### config.mk
export PLATFORM = sky130hd
export DESIGN_NAME = piso_shifter
export DESIGN_NICKNAME = d
export VERILOG_FILES = /design/src/rtl/piso_shifter.sv
export SDC_FILE = /design/constraint.sdc
export NUM_CORES = 1
export LEC_CHECK = 0
export ABC_AREA = 1
export BUFFER_PORTS_ARGS = -buffer_cell sky130_fd_sc_hd__buf_2
export CAP_MARGIN = 20
export CORE_AREA = 10 10 47 49
export DETAILED_ROUTE_END_ITERATION = 8
export DIE_AREA = 0 0 57 59
export GPL_TIMING_DRIVEN = 0
export PLACE_DENSITY_LB_ADDON = 0.1
export SYNTH_ARGS = -nofsm -noshare
export SYNTH_HDL_FRONTEND = slang
export SYNTH_SLANG_ARGS = --single-unit
### constraint.sdc
create_clock -name clk -period 1.4 [get_ports clk]
set_input_delay 0.07 -clock clk [delete_from_list [all_inputs] [get_ports clk]]
set_output_delay 0.07 -clock clk [all_outputs]
set_load 0.02 [all_outputs]
### src/rtl/piso_shifter.sv
// piso_shifter: parallel-in / serial-out shift register.
// A WIDTH-bit word is captured on a load strobe and shifted out one bit per
// clock, either MSB first or LSB first. busy and serial_valid frame the stream.
// Optional feature macro: PISO_PARITY_EN appends an even-parity bit after the
// data bits. The port list is the same whether or not the macro is defined.
// Handshake: load has no ready. A load on any edge is always accepted, and it
// aborts any word still in flight. Each cycle with serial_valid=1 carries one
// bit on serial_out.
module piso_shifter #(
    parameter int WIDTH     = 4,
    parameter int MSB_FIRST = 1
) (
    input  logic             clk,
    input  logic             reset,
    input  logic             load,
    input  logic [WIDTH-1:0] parallel_in,
    output logic             serial_out,
    output logic             serial_valid,
    output logic             busy
);

    localparam int CW = $clog2(WIDTH + 2);

`ifdef PISO_PARITY_EN
    localparam logic [CW-1:0] LOAD_CNT = CW'(WIDTH + 1);
`else
    localparam logic [CW-1:0] LOAD_CNT = CW'(WIDTH);
`endif

    logic [WIDTH-1:0] sreg;
    logic [CW-1:0]    cnt;
    logic             data_bit;
    logic             next_bit;
    logic             active;

    // Shift register and remaining-bit counter; load wins over shifting.
    always_ff @(posedge clk or negedge reset) begin
        if (!reset) begin
            sreg <= '0;
            cnt  <= '0;
        end else if (load) begin
            sreg <= parallel_in;
            cnt  <= LOAD_CNT;
        end else if (cnt != '0) begin
            if (MSB_FIRST != 0) begin
                sreg <= {sreg[WIDTH-2:0], 1'b0};
            end else begin
                sreg <= {1'b0, sreg[WIDTH-1:1]};
            end
            cnt <= cnt - CW'(1);
        end
    end

    assign data_bit = (MSB_FIRST != 0) ? sreg[WIDTH-1] : sreg[0];
    assign active   = (cnt != '0);

`ifdef PISO_PARITY_EN
    logic parity_q;

    // Even parity of the word, captured alongside it and sent last.
    always_ff @(posedge clk or negedge reset) begin
        if (!reset) begin
            parity_q <= 1'b0;
        end else if (load) begin
            parity_q <= ^parallel_in;
        end
    end

    // The final counted cycle carries the parity bit instead of data.
    assign next_bit = (cnt == CW'(1)) ? parity_q : data_bit;
`else
    assign next_bit = data_bit;
`endif

    // The serial line is held low whenever no bit is being framed.
    assign serial_out   = active & next_bit;
    assign serial_valid = active;
    assign busy         = active;

endmodule

==> flow_metrics.tcl <==
set metrics [dict create \
    slew-limit-headroom_pct 88.3 \
    dr_wl_met2_um 362 \
    synth_ff_type "sky130_fd_sc_hd__dfrtp_1" \
    finish.net_count 78 \
    floorplan.core_area_um2 1400 \
    setup-violations-final 0 \
    dr.pass1.iters 3 \
    postPlaceCellArea_um2 452 \
    initial_utilization_pct 27.6 \
    tns_ps 0 \
    critical_path_arrival_ps 1260 \
    tritoncts_clock_tree "yes" \
    ioPinCount 10 \
    h-tree-depth 1 \
    flow.area_growth_from_synthesis_pct 38.5 \
    critical_path_class "reg -> out" \
    timing_hold_violations_final 0 \
    slew_violations 0 \
    synth-edff-count 0 \
    timing.final.crit_share_pct 95.0 \
    yosys-top-cells-count "sky130_fd_sc_hd__nand2_1 (20), sky130_fd_sc_hd__dfrtp_1 (7), sky130_fd_sc_hd__nand3_1 (4), sky130_fd_sc_hd__nor2_1 (4)" \
    cts.clk_slew.worst_paths_ps 50 \
    vias_per_cell 4.46 \
    grt_pass1_wl_um 1570 \
    seq_power_share_pct 30.3 \
    worst_ir_drop_vdd_uv 670 \
    grt.total_usage_pct 6.07 \
    drt-wirelength-per-cell_um 11.0 \
    crit_path_end_kind "output pin" \
    met3_length_um 53 \
    critPathRequiredTime_ps 1330 \
    leakage_power_uw 0.000289 \
    synth_top_area_share_pct 45.3 \
    clock_power_share_pct 19.7 \
    yosys.cell_types.count 13 \
    number_of_fill_cells_in_the_layout 156 \
    fp.dieH_um 59 \
    power_switching_share_pct 40.8 \
    setup_slack_reg_to_reg_ps 360 \
    cts_inserted_buffers 3 \
    route.vias.total 375 \
    final.hold.worst_slack_ps 21.4 \
    first_global_vias 370 \
    synthesis.yosys.warnings 0 \
    synth.area.top_cells "sky130_fd_sc_hd__dfrtp_1 (45%), sky130_fd_sc_hd__nand2_1 (19%), sky130_fd_sc_hd__ha_1 (6.5%)" \
    ant_nets 0 \
    grt_max_degree 11 \
    placement_rows 14 \
    ys_seq_elements 7 \
    maxCapViolCount 0 \
    highest_layer "met4" \
    synth_most_common_cell "sky130_fd_sc_hd__nand2_1" \
    worst_pin_slew_ps 175 \
    fmaxAchievable_mhz 752 \
    dp_hpwl_um 671 \
    power.combinational.fraction_pct 50.0 \
    yosysSeqAreaShare_pct 45.3 \
    multi_input_comb_area_um2 206 \
    postSynthAreaPerCell_um2 7.58 \
    final_design_area_no_fill_um2 536 \
    ctsLongestPathBuffers 2 \
    p_int_uw 582 \
    postRouteWirelength_um 921 \
    ctsRootBufferMaster "sky130_fd_sc_hd__clkbuf_4" \
    syn_inst 51 \
    num_antenna_cells 0 \
    synthesis.nets 60 \
    ys_async_sr_fraction_pct 100 \
    synthDominantAreaCellType "sky130_fd_sc_hd__dfrtp_1" \
    gp_congestion 0.674 \
    worst_min_path_class "in -> reg" \
    pre_cts_ws_ps 89.2 \
    post_layout_min_period_ps 1330 \
    setup_ws_ps 70.1 \
    numPortBuffers 9 \
    floorplan.die_area_um2 3360 \
    synth_area_um2 387 \
    critPathLaunchType "flop" \
    route.detailed.drc 0 \
    die_width_um 57 \
    worstPathMaxFanout 5 \
    clk-insertion-delay-late_ps 260 \
    p_sw_uw 401 \
    cts_sinks 7 \
    drt_iter0_drc 3 \
    total_power_uw 983 \
    fin_worst_skew_ps 0.777 \
    power-per-cell-area_nw_per_um2 1840 \
    wirelength_met1_um 469 \
    antenna_found_initial 0 \
    globalRouteOverflowTotal 0 \
    status "completed" \
    seqCellArea_um2 175 \
    share_of_layout_cells_above_drive_strength_1_pct 38.2 \
]
==> stage by stage <==
stage / utilization (%) / std cells
CTS: 35.9 / 81
finish: 38.2 / 84
floorplan: - / 51
global route: 38.2 / 84
detailed placement: 32.2 / 76
global placement: 32.2 / 76
==> routing by layer <==
metal,up-vias,global-route usage [%]
met1,165,7.20
met5,-,0
met3,5,1.72
li1,195,-
met2,10,8.37
met4,0,6.04
==> cell type report <==
cell class / instances / area share, %
timing repair buffer: 13 / 14.5
clock buffer: 4 / 4.91
inverter: 6 / 4.21
sequential: 7 / 32.7
buffer: 1 / 1.40
multi-input combinational: 37 / 38.6
tap: 16 / 3.74
==> worst max-delay path, cell delays in order (launching register included) <==
cell and delay (ps):
sky130_fd_sc_hd__dfrtp_1 380, sky130_fd_sc_hd__inv_2 90, sky130_fd_sc_hd__ha_4 180, sky130_fd_sc_hd__inv_2 60
sky130_fd_sc_hd__nor2_4 100, sky130_fd_sc_hd__nor2_1 40, sky130_fd_sc_hd__buf_2 150
==> layout by cell type (no fill, tap or decap), types with 3 or more instances in the layout <==
cell type | synthesis | routed
sky130_fd_sc_hd__nand4_1 | 3 | 3
sky130_fd_sc_hd__nor2_1 | 4 | 4
sky130_fd_sc_hd__nand2_1 | 20 | 19
sky130_fd_sc_hd__clkbuf_4 | 0 | 3
sky130_fd_sc_hd__nand3_1 | 4 | 4
sky130_fd_sc_hd__buf_4 | 1 | 4
sky130_fd_sc_hd__inv_2 | 3 | 5
sky130_fd_sc_hd__buf_2 | 0 | 9
sky130_fd_sc_hd__dfrtp_1 | 7 | 7
==> power by group through the flow <==
stage | sequential (uW) | clock [uW] | combinational (uW)
after floorplan | 289 | 0 | 272
after global placement | 296 | 0 | 364
after detailed placement | 292 | 0 | 366
after CTS | 290 | 197 | 415
after global routing | 303 | 211 | 559
final | 298 | 194 | 491
==> final timing paths <==
| path | start | cells after the start | endpoint |
|---|---|---|---|
| setup / recovery | cnt[0]$_DFFE_PN0P_ | 6 | serial_out |
| hold / removal | parallel_in[0] | 3 | sreg[0]$_DFFE_PN0P_ |
| setup reg to reg | cnt[0]$_DFFE_PN0P_ | 5 | sreg[3]$_DFFE_PN0P_ |
| hold reg to reg | cnt[1]$_DFFE_PN0P_ | 2 | cnt[1]$_DFFE_PN0P_ |
| max in group asynchronous | reset | 2 | sreg[2]$_DFFE_PN0P_ |
| min in group asynchronous | reset | 2 | sreg[3]$_DFFE_PN0P_ |
==> sequential cells by signal, summed over array words and instances (netlist names) <==
register	cells
sreg	4
cnt	3
==> timing repair <==
action	in CTS	in global routing
resized for setup	4	3
setup buffers	0	3
hold buffers	1	0
pin swaps	0	1
endpoints found under the hold margin	7	0
endpoints found under the setup margin	3	2
==> kinds of logic after synthesis <==
logic type,count (synthesis),synth area share [%]
DFF,7,45.3
and+or+nand+nor,34,39.2
AOI/OAI and AO/OA,1,1.29
buffers and inverters,7,7.77
adders and majority gates,2,6.47
Power figures use the tool's default switching activity.
